File: src/rtl/ifetch_bht.sv
// Instruction-fetch stage: PC register, static 16-bit branch decode,
// 2-bit saturating BHT, stall-tolerant redirect buffer and
// saturating branch / mispredict statistics.
module ifetch_bht #(
  parameter int unsigned PC_W      = 16,
  parameter int unsigned BHT_DEPTH = 256,
  parameter logic [1:0]  BHT_INIT  = 2'b10,
  parameter int unsigned CNT_W     = 32
) (
  input  logic             CLK,
  input  logic             RST,
  input  logic             stall_i,
  input  logic [15:0]      instr_i,
  input  logic             jr_i,
  input  logic [PC_W-1:0]  jr_addr_i,
  input  logic             res_valid_i,
  input  logic [PC_W-1:0]  res_pc_i,
  input  logic             res_taken_i,
  input  logic             res_mispredict_i,
  input  logic [PC_W-1:0]  res_target_i,
  output logic [PC_W-1:0]  pc_o,
  output logic [PC_W-1:0]  pcplus1_o,
  output logic             is_branch_o,
  output logic             pred_taken_o,
  output logic [PC_W-1:0]  epc_o,
  output logic [CNT_W-1:0] stat_branches_o,
  output logic [CNT_W-1:0] stat_mispred_o
);

  localparam int unsigned IDX_W = (BHT_DEPTH > 1) ? $clog2(BHT_DEPTH) : 1;

  typedef enum logic [1:0] {
    BR_NONE,
    BR_UNCOND,
    BR_COND
  } br_kind_e;

  logic [PC_W-1:0]  pc_q, pc_d;
  logic [PC_W-1:0]  prev_pc_q, prev_pc_d;
  logic [PC_W-1:0]  pend_q, pend_d;
  logic             pend_v_q, pend_v_d;
  logic             boot_q, boot_d;
  logic [1:0]       bht_q [BHT_DEPTH];
  logic [CNT_W-1:0] stat_br_q, stat_br_d;
  logic [CNT_W-1:0] stat_mp_q, stat_mp_d;

  br_kind_e         br_kind;
  logic [PC_W-1:0]  br_imm;
  logic [PC_W-1:0]  br_target;
  logic [1:0]       bht_rd;
  logic             pred_taken;
  logic             mispred;
  logic             redir_v;
  logic [PC_W-1:0]  redir_tgt;
  logic [IDX_W-1:0] res_idx;
  logic [1:0]       bht_cur;
  logic [1:0]       bht_upd;

  // Static decode of the branch encodings and sign-extended immediate.
  always_comb begin
    br_kind = BR_NONE;
    br_imm  = '0;
    unique case (instr_i[15:11])
      5'b00010: begin
        br_kind = BR_UNCOND;
        br_imm  = {{(PC_W-11){instr_i[10]}}, instr_i[10:0]};
      end
      5'b00100, 5'b00101: begin
        br_kind = BR_COND;
        br_imm  = {{(PC_W-8){instr_i[7]}}, instr_i[7:0]};
      end
      5'b01100: begin
        if (instr_i[10:9] == 2'b00) begin
          br_kind = BR_COND;
          br_imm  = {{(PC_W-8){instr_i[7]}}, instr_i[7:0]};
        end
      end
      default: ;
    endcase
  end

  // Prediction lookup (no bypass from a same-cycle update) and redirect selection.
  always_comb begin
    bht_rd     = bht_q[pc_q[IDX_W-1:0]];
    br_target  = pc_q + PC_W'(1) + br_imm;
    pred_taken = (br_kind == BR_UNCOND) || ((br_kind == BR_COND) && bht_rd[1]);
    mispred    = res_valid_i && res_mispredict_i;
    redir_v    = jr_i || mispred;
    if (jr_i)
      redir_tgt = jr_addr_i;
    else if (res_taken_i)
      redir_tgt = res_target_i;
    else
      redir_tgt = res_pc_i + PC_W'(1);
  end

  // Next PC, redirect buffer and boot flag.
  // The boot edge behaves like a stall for redirects: they are parked in the
  // pending register and pc stays at 0, only the boot flag clears.
  always_comb begin
    pc_d      = pc_q;
    prev_pc_d = prev_pc_q;
    pend_d    = pend_q;
    pend_v_d  = pend_v_q;
    boot_d    = boot_q;
    if (stall_i || boot_q) begin
      if (redir_v) begin
        pend_v_d = 1'b1;
        pend_d   = redir_tgt;
      end
      if (!stall_i) begin
        boot_d    = 1'b0;
        prev_pc_d = pc_q;
      end
    end else begin
      prev_pc_d = pc_q;
      pend_v_d  = 1'b0;
      if (redir_v)
        pc_d = redir_tgt;
      else if (pend_v_q)
        pc_d = pend_q;
      else if (pred_taken)
        pc_d = br_target;
      else
        pc_d = pc_q + PC_W'(1);
    end
  end

  // BHT training value: 2-bit saturating up/down counter.
  always_comb begin
    res_idx = res_pc_i[IDX_W-1:0];
    bht_cur = bht_q[res_idx];
    bht_upd = bht_cur;
    if (res_taken_i) begin
      if (bht_cur != 2'b11) bht_upd = bht_cur + 2'b01;
    end else begin
      if (bht_cur != 2'b00) bht_upd = bht_cur - 2'b01;
    end
  end

  // Saturating statistics counters.
  always_comb begin
    stat_br_d = stat_br_q;
    stat_mp_d = stat_mp_q;
    if (res_valid_i && (stat_br_q != '1)) stat_br_d = stat_br_q + CNT_W'(1);
    if (mispred && (stat_mp_q != '1))     stat_mp_d = stat_mp_q + CNT_W'(1);
  end

  // Fetch-control state registers.
  always_ff @(posedge CLK or posedge RST) begin
    if (RST) begin
      pc_q      <= '0;
      prev_pc_q <= '0;
      pend_q    <= '0;
      pend_v_q  <= 1'b0;
      boot_q    <= 1'b1;
      stat_br_q <= '0;
      stat_mp_q <= '0;
    end else begin
      pc_q      <= pc_d;
      prev_pc_q <= prev_pc_d;
      pend_q    <= pend_d;
      pend_v_q  <= pend_v_d;
      boot_q    <= boot_d;
      stat_br_q <= stat_br_d;
      stat_mp_q <= stat_mp_d;
    end
  end

  // BHT storage; trained on every resolution regardless of stall.
  always_ff @(posedge CLK or posedge RST) begin
    if (RST) begin
      for (int unsigned i = 0; i < BHT_DEPTH; i++) bht_q[i] <= BHT_INIT;
    end else if (res_valid_i) begin
      bht_q[res_idx] <= bht_upd;
    end
  end

  // Output drive.
  always_comb begin
    pc_o            = pc_q;
    pcplus1_o       = pc_q + PC_W'(1);
    is_branch_o     = (br_kind != BR_NONE);
    pred_taken_o    = pred_taken;
    stat_branches_o = stat_br_q;
    stat_mispred_o  = stat_mp_q;
    if (mispred)
      epc_o = res_pc_i;
    else if (jr_i)
      epc_o = prev_pc_q;
    else
      epc_o = pc_q;
  end

endmodule

File: config.mk
export PLATFORM = sky130hd
export DESIGN_NAME = ifetch_bht
export DESIGN_NICKNAME = d
export VERILOG_FILES = /design/src/rtl/ifetch_bht.sv
export SDC_FILE = /design/constraint.sdc
export NUM_CORES = 2
export LEC_CHECK = 0
export ABC_AREA = 0
export CORE_MARGIN = 2
export CORE_UTILIZATION = 56
export DETAILED_ROUTE_END_ITERATION = 8
export PLACE_DENSITY = 0.78
export SYNTH_ARGS = -nofsm -noshare
export SYNTH_HDL_FRONTEND = slang
export SYNTH_SLANG_ARGS = --single-unit
File: constraint.sdc
create_clock -name CLK -period 26.1 [get_ports CLK]
set_input_delay 5.22 -clock CLK [delete_from_list [all_inputs] [get_ports CLK]]
set_output_delay 5.22 -clock CLK [all_outputs]
set_load 0.005 [all_outputs]
==> impl_metrics.toml <==
[outcome]
outcome = "completed"

[detailed_routing]
num_vias = 26092
ant_nets = 0
via_per_inst = 6.422
drt-pass1-iter-count = 7
drt_iter0_markers = 2920
wl_per_cell_um = 24.20
drt_wl_total_mm = 98.32
drc = 0

[final_layout]
syn_to_final_growth_pct = 14.31
diodes = 0
finalInstanceArea_um2 = 37210
utilization = 0.6462
drive_gt1_frac = 0.2113
fillCellCount = 4224
nNetsFinal = 3336

[floorplan]
die_w_um = 245.1
die_h_um = 245.1
fp-row-count = 88
start_util = 0.5653
dieArea_um2 = 60070
io_pins = 185
coreArea_um2 = 57590

[clock_tree]
cts-root-buf = "clkbuf_16"
cts_tree = "done"
hold_buffers = 0
cts.reportedPaths.clkPinSlew_ns = 0.06
cts.sinks = 626
clk_path_buf_depth = 3
clock_latency_ns = 0.63
numCtsBuffers = 66
post_cts_resized = 0
cts_setup_buffers = 0
htreeDepth = 3

[power_and_ir_drop]
p_leak_nw = 14.41
power_mw = 2.407
p_seq_frac = 0.444
p_switching_mw = 0.6515
swShare = 0.2707
ir_drop_v = 0.00006230
clkPwrFrac = 0.416
p_int_mw = 1.755
combPwrFrac = 0.140
p_per_area_nw_per_um2 = 64.68

[sta]
fmax_mhz = 74.77
rsz0062_at_grt = "no"
slew_viol_final = 0
worst_pin_slew_ns = 1.342
hold_viol_final = 0
setup_viol = 0
setup_tns_ns = 0
finalClockSkew_ns = 0.03551
period_share = 0.5124
maxSlewHeadroom = 0.09933
fin_crit_ns = 13.37

[global_route]
overflow = 0
grt_pass1_vias = 26161
grt_pass1_wl_mm = 152.7
grt_antenna_before_repair = 1
grt_start_max_net_pins = 133
track_usage = 0.3315

[worst_setup_path]
cp.required_ns = 20.88
crit_arrival_ns = 8.15
crit_type = "primary input to primary output"
end_kind = "primary output"
path_max_fanout = 20
start_kind = "primary input"

[yosys]
synthCells = 3143
syn_area_um2 = 32550
yosysWarnings = 0
seq_area_frac_synth = 0.4911
synth_area_per_cell_um2 = 10.36
synth.cells.most_frequent = "nand2_1 (893), dfrtp_1 (369), o21ai_0 (326)"
yosysMostFrequentCell = "nand2_1"
synth_edf_count = 0
ys_types = 68
synth-seq-cells = 626
synth_top_cell_area_share = 0.2837
synth_top_flop_cell = "dfrtp_1"
synth-async-reset-ratio = 1.000
netlist_top_cells_area = "dfrtp_1 (28%), dfstp_2 (21%), mux4_2 (15%), nand2_1 (10%), o21ai_0 (5.0%)"
yosysTopAreaCell = "dfrtp_1"
syn_nets = 3234

[place]
post_dp_cell_area_um2 = 34900
gp_congestion = 0.9753
io_buffers = 184
dp_hpwl_mm = 61.82

[job]
max_cap_viol_count = 0

[worst_hold_path]
min-delay-path-class = "flop to flop"
per-stage QoR:
stage	hold slack [ns]	setup WS (ns)	std cells
floorplan	0.4446	3.773	3143
global placement	0.4605	12.83	3942
detailed placement	0.4679	12.77	3942
CTS	0.4814	12.76	4063
global route	0.5018	12.56	4063
finish	0.4811	12.73	4063
sequential cells by signal, summed over array words and instances, names as in the netlist:
| signal | count |
|---|---|
| stat_branches_o | 32 |
| pend_q | 16 |
| pc_o | 16 |
| pend_v_q | 1 |
| prev_pc_q | 16 |
| bht_q | 512 |
| boot_q | 1 |
| stat_mispred_o | 32 |
critical path, stage by stage:
cell             delay, ns
clkdlybuf4s50_1       0.47
or3b_2                0.46
nor3_1                0.48
or3_1                 0.20
o31ai_1               0.08
o21a_1                0.56
inv_1                 0.17
clkdlybuf4s50_1       0.52
routing by layer:
layer | wire, um | up-vias | global-route usage | share of wire
met5 | 13 | - | 0 | 0.00013
met4 | 5232 | 2 | 0.1655 | 0.053
met3 | 11420 | 350 | 0.08496 | 0.12
met2 | 45330 | 1558 | 0.5152 | 0.46
met1 | 36320 | 12783 | 0.4349 | 0.37
li1 | - | 11399 | - | -
final timing paths:
check	from	end	slack (ns)	cells past startpoint
worst max-delay path	instr_i[12]	pred_taken_o	12.73	8
worst min-delay path	bht_q[492]	bht_q[492]	0.48	2
worst max register to register	pc_o[0]	pc_o[5]	20.27	11
worst min register to register	bht_q[492]	bht_q[492]	0.48	2
max in group asynchronous	RST	stat_mispred_o[20]	17.55	5
min in group asynchronous	RST	stat_branches_o[8]	5.20	2
cells in the final DEF, fill, tap and decap left out, drive strengths merged, types with 10 or more instances in the layout:
master / n
xor2: 40
nand2b: 13
nand4: 23
dfstp: 257
buf: 50
mux4: 221
a21oi: 48
o221ai: 15
clkdlybuf4s50: 179
and2: 17
mux2i: 57
o21ai: 566
a22oi: 10
mux2: 18
inv: 30
clkinv: 19
dfrtp: 369
nor3: 31
nand2: 893
nor2: 96
ha: 19
a21o: 11
xnor2: 61
and3: 12
nand3: 37
clkbuf: 89
power by group through the flow:
stage / combinational (mW) / clock, mW / sequential (mW)
2_1_floorplan: 0.206 / 0 / 1.06
3_3_place_gp: 0.324 / 0 / 1.08
3_5_place_dp: 0.332 / 0 / 1.08
4_1_cts: 0.333 / 1.01 / 1.07
5_1_grt: 0.360 / 1.05 / 1.07
6_report: 0.337 / 1.00 / 1.07
logic make-up after synthesis:
| family | after synthesis | synth area share |
|---|---|---|
| buf+inv | 223 | 0.03148 |
| mux | 296 | 0.1767 |
| flops | 626 | 0.4911 |
| fa+ha+maj | 22 | 0.008572 |
| compound gates | 709 | 0.1183 |
| simple gates | 1166 | 0.1467 |
| xor+xnor | 101 | 0.02718 |
area by class of cell:
| class | count | area, um2 | share of cell area |
|---|---|---|---|
| clock inverter | 33 | 432.9 | 0.01163 |
| inverter | 27 | 108.9 | 0.002925 |
| tap | 765 | 957.2 | 0.02572 |
| timing repair buffer | 230 | 2180 | 0.05857 |
| clock buffer | 88 | 1876 | 0.05040 |
| sequential | 626 | 16000 | 0.4299 |
| multi-input combinational | 2294 | 15660 | 0.4209 |
Power figures use the tool's default switching activity.
